==> config.mk <==
export PLATFORM = sky130hd
export DESIGN_NAME = dshot_tx
export DESIGN_NICKNAME = d
export VERILOG_FILES = /design/src/rtl/dshot_pkg.sv /design/src/rtl/dshot_tx.sv
export SDC_FILE = /design/constraint.sdc
export NUM_CORES = 1
export LEC_CHECK = 0
export ABC_AREA = 1
export CORE_ASPECT_RATIO = 0.75
export CORE_UTILIZATION = 31
export CTS_BUF_LIST = sky130_fd_sc_hd__clkbuf_2
export CTS_CLUSTER_DIAMETER = 30
export CTS_CLUSTER_SIZE = 28
export DETAILED_ROUTE_END_ITERATION = 8
export GPL_ROUTABILITY_DRIVEN = 0
export PLACE_DENSITY = 0.53
export SYNTH_ARGS = -nofsm -noshare
export SYNTH_HDL_FRONTEND = slang
export SYNTH_SLANG_ARGS = --single-unit
==> constraint.sdc <==
create_clock -name CLK -period 2 [get_ports CLK]
set_input_delay 0.4 -clock CLK [delete_from_list [all_inputs] [get_ports CLK]]
set_output_delay 0.4 -clock CLK [all_outputs]
set_load 0.05 [all_outputs]
==> src/rtl/dshot_pkg.sv <==
// Shared DShot definitions: FSM states, timing helpers and the frame CRC.
package dshot_pkg;

  typedef enum logic [1:0] {StIdle, StBit, StGap} state_e;

  localparam int unsigned FrameBits = 16;

  function automatic int unsigned calc_bit_ticks(input int unsigned base_freq,
                                                 input int unsigned rate);
    return base_freq / rate;
  endfunction

  function automatic int unsigned calc_t1h(input int unsigned bit_ticks);
    return bit_ticks * 3 / 4;
  endfunction

  function automatic int unsigned calc_t0h(input int unsigned bit_ticks);
    return bit_ticks * 3 / 8;
  endfunction

  function automatic int unsigned calc_gap_ticks(input int unsigned gap_bits,
                                                 input int unsigned bit_ticks);
    return gap_bits * bit_ticks;
  endfunction

  // XOR of the three nibbles of {throttle, telemetry}.
  function automatic logic [3:0] dshot_crc(input logic [11:0] v);
    return v[3:0] ^ v[7:4] ^ v[11:8];
  endfunction

endpackage

==> src/rtl/dshot_tx.sv <==
// Single-channel DShot serializer: accepts a throttle word via VALID/READY and
// emits a 16-bit pulse-width-coded frame followed by a mandatory low gap.
module dshot_tx
  import dshot_pkg::*;
#(
  parameter int unsigned BASE_FREQ  = 16_000_000,
  parameter int unsigned DSHOT_RATE = 600_000,
  parameter int unsigned GAP_BITS   = 2
) (
  input  logic        CLK,
  input  logic        RST,
  input  logic [10:0] THROTTLE,
  input  logic        TELEM_REQ,
  input  logic        VALID,
  output logic        READY,
  output logic        DSHOT_OUT
);

  localparam int unsigned BitTicks = calc_bit_ticks(BASE_FREQ, DSHOT_RATE);
  localparam int unsigned T1h      = calc_t1h(BitTicks);
  localparam int unsigned T0h      = calc_t0h(BitTicks);
  localparam int unsigned GapTicks = calc_gap_ticks(GAP_BITS, BitTicks);
  localparam int unsigned MaxTicks = (BitTicks > GapTicks) ? BitTicks : GapTicks;
  localparam int unsigned TickW    = (MaxTicks > 1) ? $clog2(MaxTicks) : 1;

  localparam logic [TickW-1:0] BitLast  = TickW'(BitTicks - 1);
  localparam logic [TickW-1:0] GapLast  = TickW'(GapTicks - 1);
  localparam logic [TickW-1:0] T1hTicks = TickW'(T1h);
  localparam logic [TickW-1:0] T0hTicks = TickW'(T0h);

  state_e                 state_q, state_d;
  logic [TickW-1:0]       tick_q, tick_d;
  logic [3:0]             idx_q, idx_d;
  logic [FrameBits-1:0]   shift_q, shift_d;
  logic                   ready_q, ready_d;
  logic                   out_q, out_d;
  logic [TickW-1:0]       high_d;
  logic                   accept;

  assign accept    = VALID & ready_q;
  assign READY     = ready_q;
  assign DSHOT_OUT = out_q;

  always_comb begin
    state_d = state_q;
    tick_d  = tick_q;
    idx_d   = idx_q;
    shift_d = shift_q;

    unique case (state_q)
      StIdle: state_d = StIdle;
      StBit: begin
        if (tick_q == BitLast) begin
          tick_d  = '0;
          shift_d = {shift_q[FrameBits-2:0], 1'b0};
          if (idx_q == 4'd0) begin
            state_d = StGap;
          end else begin
            idx_d = idx_q - 4'd1;
          end
        end else begin
          tick_d = tick_q + 1'b1;
        end
      end
      StGap: begin
        if (tick_q == GapLast) begin
          state_d = StIdle;
          tick_d  = '0;
        end else begin
          tick_d = tick_q + 1'b1;
        end
      end
      default: state_d = StIdle;
    endcase

    // READY is only high in IDLE or the final gap tick, so this covers back-to-back frames.
    if (accept) begin
      state_d = StBit;
      tick_d  = '0;
      idx_d   = 4'd15;
      shift_d = {THROTTLE, TELEM_REQ, dshot_crc({THROTTLE, TELEM_REQ})};
    end

    // Outputs are registered from the next state so the first pulse starts at the accept edge.
    ready_d = (state_d == StIdle) || ((state_d == StGap) && (tick_d == GapLast));
    high_d  = shift_d[FrameBits-1] ? T1hTicks : T0hTicks;
    out_d   = (state_d == StBit) && (tick_d < high_d);
  end

  always_ff @(posedge CLK) begin
    if (RST) begin
      state_q <= StIdle;
      tick_q  <= '0;
      idx_q   <= 4'd0;
      shift_q <= '0;
      ready_q <= 1'b0;
      out_q   <= 1'b0;
    end else begin
      state_q <= state_d;
      tick_q  <= tick_d;
      idx_q   <= idx_d;
      shift_q <= shift_d;
      ready_q <= ready_d;
      out_q   <= out_d;
    end
  end

endmodule

Word-level counts from Yosys, hierarchy flattened
Index checks and enable logic that the tools add are counted.

Bitwise gates (word level): 3. Equality and inequality tests: 8. Magnitude comparators: 1. $add $sub $neg: 2. Multiplexer cells: 17. Reductions and logical operators: 9.

Operators with widths (number): 16-bit two-way mux (3); 6-bit two-way mux (3); 4-bit two-way mux (4); 6-bit equality test, second input constant (2); 6-bit case mux with 2 select lines (1); 2-bit two-way mux (4); 4-bit bitwise XOR (2); 6-bit by 1-bit adder with 6-bit output, second input constant (1); 6-bit by 5-bit equality test with 1-bit output, second input constant (1); 6-bit by 5-bit < comparator with 1-bit output (1); 5-bit two-way mux (1); 2-bit by 1-bit equality test with 1-bit output, second input constant (2); 2-bit equality test, second input constant (2); 4-bit zero test (1); 2-bit case mux with 2 select lines (1); 2-bit nonzero test (2); 4-bit by 1-bit subtractor with 4-bit output, second input constant (1); 3-bit AND reduction (1); 1-bit logical AND (2); 2-bit zero test (1); 2-bit != test, second input constant (1); 2-bit AND reduction (1); 1-bit bitwise AND (1); 1-bit logical OR (1).

Register bits: 30. Input port bits: 15. Output and inout bits: 2.

Logic depth before layout (Yosys ltp)
Depth after elaboration: 8. Gate-level depth with buffers: 13.

Least setup slack after synthesis
No wires, ideal clock.

Path type: register -> register. From: register ready_q (netlist: READY). To: register out_q (netlist: DSHOT_OUT). Setup slack: -0.039 ns. Cell stages (with the launch flop): 13. Data required time: 1.934 ns. Arrival time: 1.973 ns. Cell sequence: dfxtp_1 nand2_1 inv_1 buf_2 nand2_1 o21ai_2 inv_2 ha_1 nand3_1 nand3_1 nand2_1 nand2_1 a21oi_2.

Cells in the longest elaborated chain, start to end: 5. Elaborated cells between the ends (all ways): 8.

RTL lines: from (decl) (line dshot_tx.sv:35) `logic ready_q, ready_d;`; from (signal assigned) (line dshot_tx.sv:103) `ready_q <= ready_d;`; 1-bit bitwise AND (line dshot_tx.sv:40) `assign accept = VALID & ready_q;`; 16-bit two-way mux (line dshot_tx.sv:77) `if (accept) begin`; 5-bit two-way mux (line dshot_tx.sv:86) `high_d = shift_d[FrameBits-1] ? T1hTicks : T0hTicks;`; via high_d[1] (line dshot_tx.sv:37) `logic [TickW-1:0] high_d;`; 6-bit by 5-bit < comparator with 1-bit output (line dshot_tx.sv:87) `out_d = (state_d == StBit) && (tick_d < high_d);`; 1-bit logical AND (line dshot_tx.sv:87); to (signal assigned) (line dshot_tx.sv:104) `out_q <= out_d;`; to (decl) (line dshot_tx.sv:36) `logic out_q, out_d;`.

The timed path passes the listed nets, and every way through them passes these cells. A chain may end at the register's enable or synchronous reset.

Worst setup path in the final report
From: register state_q[0]. To: register out_q (netlist: DSHOT_OUT).

Cells in the longest elaborated chain, start to end: 6. Elaborated cells between the ends (all ways): 15.

RTL lines: from (decl) (line dshot_tx.sv:31) `state_e state_q, state_d;`; from (signal assigned) (line dshot_tx.sv:92) `state_q <= StIdle;`; from (signal assigned) (line dshot_tx.sv:99) `state_q <= state_d;`; 2-bit by 1-bit equality test with 1-bit output (line dshot_tx.sv:50) `unique case (state_q)`; 16-bit two-way mux (line dshot_tx.sv:50); 16-bit two-way mux (line dshot_tx.sv:77); 5-bit two-way mux (line dshot_tx.sv:86); via high_d[1] (line dshot_tx.sv:37); 6-bit by 5-bit < comparator with 1-bit output (line dshot_tx.sv:87); 1-bit logical AND (line dshot_tx.sv:87).

The timed path passes the listed nets, and every way through them passes these cells. The select of a mux whose other input is x is not followed.

==> flow_summary.ini <==
[timing]
slew_headroom_pct = 62.5
period_minus_slack_ns = 1.92
setup_viol = 0
worst_slew_pin_slew_ns = 0.562
worst_clock_skew_ns = 0.0201
fin_crit_sh_pct = 95.8
slew_viol_final = 0
max_freq_ghz = 0.522
setup_tns_ns = 0
holdWs_ns = 0.473
hold_viol_final = 0

[grt]
grt_overflow = 0
grt_pass1_vias = 1470
grt_pass1_wl_um = 6920
grt_max_degree = 21
antenna_found_initial = 0
grt.total_usage_pct = 15.7

[floorplanning]
core.rowCount = 22
fp.dieArea_um2 = 5800
io_pins = 17
start_util_pct = 33.4
fp.dieH_um = 66.2
core-area_um2 = 5090
die_x_um = 87.6

[power]
vdd_drop_max_v = 0.000288
p_per_area_nw_per_um2 = 518
totalPowerFinal_w = 0.00114
leakage_nw = 0.944

[clocking]
numCtsBuffers = 5
clk_pin_slew_ns = 0.16
root_buffer = clkbuf_2
clk_latency_ns = 0.36
clockBufferDepth = 2
cts_max_level = 2
cts_tree = yes
cts_sinks = 30
ctsHoldBuffers = 0

[yosys]
synthTopCellsByCount = nand2_1 (60), dfxtp_1 (30), nand3_1 (28), inv_1 (24), nor2_1 (24)
synth_area_per_cell_um2 = 7.04
synthXorXnorAreaFrac_pct = 4.11
yosysSeqAreaShare_pct = 35.3
synth_top_family_by_area = simple AND/OR/NAND/NOR gates
synthArstFlopShare_pct = 0
synth_top_area_cell = dfxtp_1
synth.distinct_cells = 30
synth_compound_area_share_pct = 10.4
synth_warnings = 0
synth_edf_count = 0
netlist.area_leader.share_pct = 35.3
synth_fp_nets = 265
syn_inst = 242
synth_ff_type = dfxtp_1
syn-cell-area_um2 = 1700
synthSimpleGateAreaFrac_pct = 35.3
synth_mux_area_share_pct = 0.588
synth_fa_ha_area_share_pct = 5.88
synth_most_common_cell = nand2_1
synth-seq-cells = 30
synth_area_leaders = dfxtp_1 (35%), nand2_1 (13%), nand3_1 (8.2%), ha_1 (5.9%), inv_1 (5.3%)

[finish]
multi_input_area_um2 = 1020
seq_area_um2 = 616
nFillCells = 533
drive_gt1_share_pct = 22.7
syn_to_final_growth_pct = 29.5
insertedDiodeCount = 0
final_area_um2 = 2210
fin_nets = 301

[worst_setup_path]
cp.required_ns = 2.29
r2r-start = state_q[0]$_SDFF_PP0_
path_class = flop to flop
endpoint = DSHOT_OUT$_SDFF_PP0_
rrSetupSlack_ns = 0.08
crit_start = state_q[0]$_SDFF_PP0_
cp-end-kind = flop
worst-endpoint-arrival_ns = 2.21
r2r_end = DSHOT_OUT$_SDFF_PP0_
cp_max_fo = 3
reg2reg_depth = 12
cp-start-kind = flop

[outcome]
outcome = finished, final reports clean

[drt]
wire_per_inst_um = 11.6
drt_wl_total_um = 4040
ant_nets = 0
viasPerCell = 4.57
vias = 1599
drtIter0Drc = 109
drc = 0
firstDrtPassIters = 4

[place]
place_area_um2 = 2040
hpwl_um = 3070
io_buffers = 16

[job]
cap_violations = 0

[hold_path]
hp-class = flop to flop
min_path_cells = 2
-- placed cells by master, fill, tap and decap left out, types with 5 or more instances in the layout --
master and n:
a21oi_1 8, a31oi_1 11, buf_4 21, clkbuf_2 5, clkdlybuf4s50_1 16, dfxtp_1 22
dfxtp_2 6, inv_1 21, nand2_1 60, nand3_1 28, nor2_1 22, xor2_1 5
-- flip-flops by register name (all words and copies together), names as in the netlist --
name	cells
tick_q	6
shift_q	16
READY	1
state_q	2
DSHOT_OUT	1
idx_q	4
-- worst min-delay path by stage --
stage / from / end / slack (ns)
after floorplan: idx_q[2]$_SDFFE_PP0P_ / idx_q[2]$_SDFFE_PP0P_ / 0.44
after global placement: idx_q[2]$_SDFFE_PP0P_ / idx_q[2]$_SDFFE_PP0P_ / 0.45
after detailed placement: idx_q[2]$_SDFFE_PP0P_ / idx_q[2]$_SDFFE_PP0P_ / 0.46
after CTS: idx_q[2]$_SDFFE_PP0P_ / idx_q[2]$_SDFFE_PP0P_ / 0.47
after global routing: shift_q[0]$_SDFFE_PP0P_ / shift_q[0]$_SDFFE_PP0P_ / 0.51
final: idx_q[2]$_SDFFE_PP0P_ / idx_q[2]$_SDFFE_PP0P_ / 0.47
-- routing by layer --
| layer | GRT usage, % | share of wire [%] | vias up |
|---|---|---|---|
| li1 | - | - | 854 |
| met1 | 24.2 | 57 | 710 |
| met2 | 21.0 | 38 | 33 |
| met3 | 4.12 | 4.5 | 2 |
| met4 | 4.30 | 0.67 | 0 |
| met5 | 0 | 0 | - |
-- per-stage QoR --
step	setup slack, ns	utilization [%]	cells
floorplan	0.160	-	242
global placement	-0.0845	40.1	338
global route	-0.0190	43.3	350
detailed placement	-0.106	40.1	338
finish	0.0838	43.3	350
CTS	0.00949	40.9	345
-- power by group --
group          internal (W)  switching [W]
sequential         0.000623      0.0000162
clock             0.0000757       0.000210
combinational      0.000102       0.000117
-- layout make-up --
type | count | area share [%]
Multi-Input combinational cell | 175 | 46.1
Sequential cell | 30 | 27.9
Timing Repair Buffer | 38 | 15.3
Inverter | 28 | 4.99
Tap cell | 72 | 4.08
Clock buffer | 5 | 1.13
Clock inverter | 2 | 0.454
-- what timing repair did --
item / 4_1_cts / 5_1_grt
pin swaps: 1 / 8
setup endpoints to repair: 1 / 14
buffers inserted: 0 / 5
resized for setup: 2 / 22
-- worst max-delay path, cell delays in order (launching register included) --
cell	delay (ns)
dfxtp_4	0.38
buf_12	0.12
ha_4	0.16
inv_2	0.10
nor2_8	0.04
mux2i_2	0.15
o21ai_2	0.18
inv_2	0.08
buf_4	0.13
ha_1	0.17
nor2_1	0.10
nand3_1	0.11
a21oi_2	0.12
-- cell families (layout without fill, tap and decap cells) --
logic type,count (synthesis),count (layout)
simple gates,129,129
buf+inv,37,73
flops,30,30
compound gates,29,29
fa+ha+maj,8,8
xor+xnor,8,8
mux,1,1
Power figures use the tool's default switching activity.
